**src/rtl/layer_sequencer.sv**
```systemverilog
// Steps the weight-stationary array through C1,S2,C3,S4,C5,FC, issuing each layer's passes in order.
// Each layer gets a 2-cycle setup with a cal-state handshake check; abort returns to idle at once.
module layer_sequencer #(
  parameter int C1_PASSES = 6,
  parameter int S2_PASSES = 6,
  parameter int C3_PASSES = 16,
  parameter int S4_PASSES = 16,
  parameter int C5_PASSES = 120,
  parameter int FC_PASSES = 84,
  parameter int CNT_W     = 8
) (
  input  logic             clk,
  input  logic             rst_n,
  input  logic             i_start,
  input  logic             i_abort,
  input  logic             i_pass_done,
  input  logic [1:0]       i_cal_state,
  output logic [2:0]       o_layer,
  output logic             o_pass_start,
  output logic [CNT_W-1:0] o_pass_idx,
  output logic             o_busy,
  output logic             o_done,
  output logic             o_err
);

  typedef enum logic [2:0] {
    ST_IDLE, ST_SETUP, ST_ISSUE, ST_WAIT, ST_NEXT, ST_DONE
  } state_t;

  localparam logic [2:0] L_IDLE = 3'b000;
  localparam logic [2:0] L_C1   = 3'b001;
  localparam logic [2:0] L_S2   = 3'b010;
  localparam logic [2:0] L_C3   = 3'b011;
  localparam logic [2:0] L_S4   = 3'b100;
  localparam logic [2:0] L_C5   = 3'b101;
  localparam logic [2:0] L_FC   = 3'b111;

  // A zero pass count still runs one pass.
  function automatic logic [CNT_W-1:0] last_of(input int p);
    return (p <= 1) ? '0 : CNT_W'(p - 1);
  endfunction

  localparam logic [CNT_W-1:0] C1_LAST = last_of(C1_PASSES);
  localparam logic [CNT_W-1:0] S2_LAST = last_of(S2_PASSES);
  localparam logic [CNT_W-1:0] C3_LAST = last_of(C3_PASSES);
  localparam logic [CNT_W-1:0] S4_LAST = last_of(S4_PASSES);
  localparam logic [CNT_W-1:0] C5_LAST = last_of(C5_PASSES);
  localparam logic [CNT_W-1:0] FC_LAST = last_of(FC_PASSES);

  state_t           state_q, state_d;
  logic [2:0]       layer_q, layer_d;
  logic [CNT_W-1:0] idx_q, idx_d;
  logic             err_q, err_d;
  logic             setup_q, setup_d;

  logic [CNT_W-1:0] last_idx;
  logic [2:0]       next_layer;
  logic             cal_chk;
  logic [1:0]       cal_exp;

  always_comb begin
    last_idx   = FC_LAST;
    next_layer = L_IDLE;
    cal_chk    = 1'b0;
    cal_exp    = 2'b00;
    case (layer_q)
      L_C1: begin last_idx = C1_LAST; next_layer = L_S2; cal_chk = 1'b1; cal_exp = 2'b01; end
      L_S2: begin last_idx = S2_LAST; next_layer = L_C3; cal_chk = 1'b1; cal_exp = 2'b10; end
      L_C3: begin last_idx = C3_LAST; next_layer = L_S4; cal_chk = 1'b1; cal_exp = 2'b01; end
      L_S4: begin last_idx = S4_LAST; next_layer = L_C5; cal_chk = 1'b1; cal_exp = 2'b10; end
      L_C5: begin last_idx = C5_LAST; next_layer = L_FC; cal_chk = 1'b1; cal_exp = 2'b01; end
      default: ;
    endcase
  end

  always_comb begin
    state_d = state_q;
    layer_d = layer_q;
    idx_d   = idx_q;
    err_d   = err_q;
    setup_d = 1'b0;
    case (state_q)
      ST_IDLE: begin
        if (i_start) begin
          err_d   = 1'b0;
          layer_d = L_C1;
          idx_d   = '0;
          state_d = ST_SETUP;
        end
      end
      ST_SETUP: begin
        // The responder registers o_layer, so its answer is only valid on the second cycle.
        if (!setup_q) begin
          setup_d = 1'b1;
        end else if (cal_chk && (i_cal_state != cal_exp)) begin
          err_d   = 1'b1;
          layer_d = L_IDLE;
          idx_d   = '0;
          state_d = ST_IDLE;
        end else begin
          state_d = ST_ISSUE;
        end
      end
      ST_ISSUE: state_d = ST_WAIT;
      ST_WAIT: begin
        if (i_pass_done) state_d = ST_NEXT;
      end
      ST_NEXT: begin
        if (idx_q < last_idx) begin
          idx_d   = idx_q + CNT_W'(1);
          state_d = ST_ISSUE;
        end else if (layer_q != L_FC) begin
          idx_d   = '0;
          layer_d = next_layer;
          state_d = ST_SETUP;
        end else begin
          idx_d   = '0;
          layer_d = L_IDLE;
          state_d = ST_DONE;
        end
      end
      ST_DONE: state_d = ST_IDLE;
      default: begin
        layer_d = L_IDLE;
        idx_d   = '0;
        state_d = ST_IDLE;
      end
    endcase
    // Abort wins over every other event and leaves the error flag alone.
    if (i_abort && (state_q != ST_IDLE)) begin
      state_d = ST_IDLE;
      layer_d = L_IDLE;
      idx_d   = '0;
      err_d   = err_q;
      setup_d = 1'b0;
    end
  end

  always_ff @(posedge clk or negedge rst_n) begin
    if (!rst_n) begin
      state_q <= ST_IDLE;
      layer_q <= L_IDLE;
      idx_q   <= '0;
      err_q   <= 1'b0;
      setup_q <= 1'b0;
    end else begin
      state_q <= state_d;
      layer_q <= layer_d;
      idx_q   <= idx_d;
      err_q   <= err_d;
      setup_q <= setup_d;
    end
  end

  assign o_layer      = layer_q;
  assign o_pass_idx   = idx_q;
  assign o_pass_start = (state_q == ST_ISSUE);
  assign o_busy       = (state_q != ST_IDLE);
  assign o_done       = (state_q == ST_DONE);
  assign o_err        = err_q;

endmodule

```
**config.mk**
```make
export PLATFORM = sky130hd
export DESIGN_NAME = layer_sequencer
export DESIGN_NICKNAME = d
export VERILOG_FILES = /design/src/rtl/layer_sequencer.sv
export SDC_FILE = /design/constraint.sdc
export NUM_CORES = 1
export LEC_CHECK = 0
export ABC_AREA = 0
export BUFFER_PORTS_ARGS = -buffer_cell sky130_fd_sc_hd__buf_2
export CAP_MARGIN = 25
export CELL_PAD_IN_SITES_DETAIL_PLACEMENT = 1
export CELL_PAD_IN_SITES_GLOBAL_PLACEMENT = 2
export CORE_MARGIN = 4
export CORE_UTILIZATION = 33
export CTS_CLUSTER_SIZE = 12
export DETAILED_ROUTE_END_ITERATION = 12
export PLACE_DENSITY_LB_ADDON = 0.15
export SYNTH_ARGS = -nofsm -noshare
export SYNTH_HDL_FRONTEND = slang
export SYNTH_SLANG_ARGS = --single-unit
```
**constraint.sdc**
```tcl
create_clock -name clk -period 4.2 [get_ports clk]
set_input_delay 0.21 -clock clk [delete_from_list [all_inputs] [get_ports clk]]
set_output_delay 0.21 -clock clk [all_outputs]
set_load 0.005 [all_outputs]
```
# Yosys cells after proc, flatten, opt, wreduce, memory -nomap -nowiden
# Cells that the tools add are included.
[totals]
reg_bits = 16
out_inout_bits = 15
[op_classes]
n_addsub = 1
magnitude_cmp = 1
n_eq_ne = 21
muxes = 31
bitwise = 1
reduce_logical = 15
[op_table]
columns = ["cell", "count"]
rows = [
  ["$mux W8", 5],
  ["$mux W3", 11],
  ["$pmux W8 S4", 1],
  ["$pmux W3 S5", 2],
  ["$pmux W7 S3", 1],
  ["$ne A3 B3 Y1 const B", 6],
  ["$eq A3 B2 Y1 const B", 4],
  ["$eq A3 B3 Y1 const B", 4],
  ["$pmux W3 S4", 1],
  ["$reduce_and A5 Y1", 2],
  ["$add A8 B1 Y8 const B", 1],
  ["$lt A8 B8 Y1", 1],
  ["$mux W1", 7],
  ["$eq A3 B1 Y1 const B", 2],
  ["$ne A2 B2 Y1 const B", 3],
  ["$reduce_or A2 Y1", 3],
  ["$reduce_or A3 Y1", 2],
  ["$reduce_or A5 Y1", 1],
  ["$pmux W2 S2", 1],
  ["$reduce_and A4 Y1", 1],
  ["$logic_not A3 Y1", 1],
  ["$reduce_and A3 Y1", 1],
  ["$reduce_bool A3 Y1", 1],
  ["$logic_and A1 B1 Y1", 2],
  ["other kinds (6)", 6],
]

# Logic depth before layout (Yosys ltp)
[depth]
ltp_word = 9
depth_mapped = 11
ltp_nobuf = 9

# Worst setup path after synthesis
# OpenSTA, ideal clock, no wires.
[synth_path]
path_type = "register to register"
start = "register layer_q[1] (netlist: o_layer[1])"
end = "register layer_q[1] (netlist: o_layer[1])"
arrival_time_ns = 2.354
t_required_ns = 4.076
slack_ns = 1.722
path_stages_with_launch = 11
path_buffers = 1
period_less_slack_ns = 2.478
path_cell_list = "dfrtp_1 > clkbuf_1 > xnor2_1 > nor2_1 > ha_1 > a21o_1 > o221ai_1 > a221oi_4 > nor2_2 > o21a_1 > a211o_1"
[synth_between]
elab_chain_len = 7
word_cells_on_any_way = 25
classes_between = "order compare: 1; eq/ne: 9; mux: 8; reduce/logical: 7"
[synth_rtl]
columns = ["item", "line", "text"]
rows = [
  ["start: declaration", "51", "logic [2:0] layer_q, layer_d;"],
  ["start signal: assignment", "148", "layer_q <= layer_d;"],
  ["branches (longest 7 deep; another with $lt A8 B8 Y1)", "-", ""],
]
# Several ways; the timed one is not identified. The select of a mux whose other input is x is not followed.
# A chain may end at the register's enable or synchronous reset.

# Worst setup path after layout
# Same ends and word-level chain as after synthesis.

==> summary.md <==
| Metric | Value |
|---|---|
| Synth unique cells | 46 |
| Routed vias/inst | 5.53 |
| Wire length on met2 | 1540 um |
| Power per Cell Area | 427 nW/um^2 |
| Die span in y | 67.2 um |
| Dpl hpwl | 2400 um |
| DR top layer | met4 |
| CTS tree | yes |
| Crit path max fanout | 15 |
| Clk Latency, worst-skew pair | 0.29 ns |
| WL final | 3160 um |
| CTS max path bufs | 2 |
| Ys async rst share | 100% |
| CTS HTree Levels | 1 |
| RSZ-0062 raised after global routing | false |
| Mapped Cells | 141 |
| Clock root buffer | clkbuf_4 |
| Share of layout cells above drive strength 1 | 22.0% |
| Max Fclk | 0.354 GHz |
| Worst Tran Pin Value | 0.714 ns |
| Count of warnings emitted by yosys | 0 |
| FF+latch count, synth | 16 |
| Die Wd | 67.2 um |
| Worst Path Arrival | 3.00 ns |
| Detailed-route wire length per cell | 15.4 um |
| Synth Cell Area | 1150 sq um |
| Final WS setup | 1.38 ns |
| Fin. max-slew vios | 0 |
| FP Rows | 21 |
| Setup TNS | 0 ns |
| Via Count | 1134 |
| Total grt overflow | 0 |
| Startpoint types | flip-flop |
| EDFF count, synth | 0 |
| Post-CTS Setup Inserts | 0 |
| CP Capture Type | flip-flop |
| Maxcap violations | 0 |
| Number of buffers created by CTS | 3 |
| Outcome | finished, final reports clean |
| Post-synthesis sequential area ratio | 34.7% |
| Worst hold path depth | 2 |
| Syn nets | 152 |
| Final Util | 39.8% |
| Final nets | 171 |
| Die ar. | 4510 sq um |
| Hold Fails Final Rpt | 0 |
| HP Class | in -> reg |
| WHS | 0.137 ns |
| Max IR drop VDD | 0.000104 V |
| Post-Route M1 WL | 1480 um |
| Syn avg cell area | 8.19 sq um |
| Pleak | 0.666 nW |
| Iter 0 DRT Violations | 40 |
| Slew margin rel. | 52.2% |
| First-pass GRT wire length | 5340 um |
| Post_cts resized | 0 |
| # setup viols final | 0 |
| Clock slew at reported path FFs | 0.10 ns |
| Initial core utilization | 34.3% |
| 1st-pass router iterations | 4 |
| Critical path class | reg -> reg |
| Routability Congestion | 0.779 |
| Area Overhead vs Synth | 15.9% |
| DR DRC count | 0 |
| Largest net degree at the start of global routing | 17 |
| Period minus WS final | 2.82 ns |
| Antenna viol nets, final | 0 |
| Primary FF master, synth | dfrtp_1 |
| Vias in the first global route | 1130 |
| Num Clock Sinks | 16 |
| Placed instance count | 200 |
| Worst endpoint required time | 4.38 ns |
| GRT Overall Usage | 15.8% |
| Antenna cell count | 0 |
| Initial antenna violation count | 0 |
| Layout Cells excl Fill | 205 |
| CORE AREA | 3360 sq um |
| Final setup skew | 0.00605 ns |
| WL met3 | 103 um |
| I/O pin count | 22 |
| Final Cycle Share | 67.2% |
| Setup WS pre-CTS | 1.39 ns |
| IO buf count | 21 |
| R2R cell count | 9 |
-- stage by stage --
| stage | total power [mW] | instance area (sq um) |
|---|---|---|
| 3_3_place_gp | 0.465 | 1290 |
| 3_5_place_dp | 0.472 | 1290 |
| 5_1_grt | 0.621 | 1340 |
| 2_1_floorplan | 0.385 | 1150 |
| 6_report | 0.572 | 1340 |
| 4_1_cts | 0.580 | 1340 |
-- power by group --
part	internal (mW)	leakage [nW]	total, mW	switching (mW)
registers	0.176	0.218	0.228	0.0521
logic	0.103	0.427	0.239	0.136
clock network	0.0528	0.0210	0.105	0.0524
total	0.331	0.666	0.572	0.241
-- Yosys cell counts, types with 2 or more instances --
master    instances  area [sq um]
nand2b_1          3          18.8
a21oi_1           3          15.0
dfrtp_1          16           400
inv_1             5          18.8
nand3_1           6          30.0
or2_2             2          12.5
o22ai_1           3          18.8
o21a_1            2          15.0
o21ai_1           2          10.0
clkbuf_1          6          22.5
and2_1            3          18.8
nor3b_1           2          15.0
and3_1            3          18.8
o211ai_1          3          22.5
o21ai_0          12          60.1
a211o_1           2          17.5
ha_1              4          50.1
buf_2             2          10.0
nor3_1            8          40.0
a31oi_1           3          18.8
nor2_1           13          48.8
nand2_1          14          52.6
-- flip-flops by register name, summed over array words and instances (netlist names) --
register    cells
o_err           1
o_layer         3
setup_q         1
o_pass_idx      8
state_q         3
-- placed cells by master (no fill, tap or decap), types with 2 or more instances in the layout --
master | Yosys | final
o21ai_1 | 2 | 2
dfrtp_1 | 16 | 16
buf_2 | 2 | 21
o21a_1 | 2 | 2
and2_1 | 3 | 3
a21oi_1 | 3 | 3
o22ai_1 | 3 | 3
a211o_1 | 2 | 2
a31oi_1 | 3 | 3
nor2_1 | 13 | 13
ha_1 | 4 | 4
nand3_1 | 6 | 6
nor3_1 | 8 | 8
nor3b_1 | 2 | 2
clkbuf_4 | 0 | 3
inv_1 | 5 | 5
nand2_1 | 14 | 14
and3_1 | 3 | 3
or2_2 | 2 | 2
nand2b_1 | 3 | 3
o211ai_1 | 3 | 3
o21ai_0 | 12 | 12
-- worst paths after layout --
check | start | to | slack, ns
worst max-delay path | o_layer[1]$_DFFE_PN0P_ | o_layer[1]$_DFFE_PN0P_ | 1.38
worst min-delay path | i_pass_done | state_q[1]$_DFFE_PN0P_ | 0.14
worst max register to register | o_layer[1]$_DFFE_PN0P_ | o_layer[1]$_DFFE_PN0P_ | 1.38
worst min register to register | setup_q$_DFF_PN0_ | setup_q$_DFF_PN0_ | 0.49
max in group asynchronous | rst_n | o_layer[0]$_DFFE_PN0P_ | 3.55
min in group asynchronous | rst_n | state_q[1]$_DFFE_PN0P_ | 0.36
-- routing by layer --
metal	global-route usage, %	vias up
li1	-	551
met5	0	-
met2	27.1	19
met1	19.9	560
met4	5.32	0
met3	2.66	4
-- critical path, cell delays in order (launching register included) --
cell,delay (ns)
dfrtp_1,0.62
xnor2_1,0.17
nor2_1,0.06
ha_1,0.29
a21o_1,0.17
a31oi_1,0.28
a221oi_4,0.14
nor2_1,0.59
nor3_1,0.11
a211o_1,0.29
-- kinds of logic (layout without fill, tap and decap cells) --
family	count (synthesis)	after routing	synth area share [%]
buffers and inverters	14	32	5.09
XOR/XNOR	1	1	0.759
AO/OA/AOI/OAI	42	42	25.9
multiplexers	1	1	0.867
AND/OR/NAND/NOR	63	63	28.4
adder cells (fa/ha/maj)	4	4	4.33
flip-flops	16	16	34.7
-- layout make-up --
class | count | area [sq um]
fillers | 440 | 2020
well taps | 46 | 57.6
flip-flops and latches | 16 | 400
multi-input cells | 111 | 703
clock buffers | 4 | 36.3
repair buffers | 23 | 123
inverters | 5 | 18.8
-- timing repair --
item                                   CTS  global route
endpoints found under the hold margin   16             0
hold buffers                             1             0
setup endpoints to repair                0             0
Power figures use the tool's default switching activity.
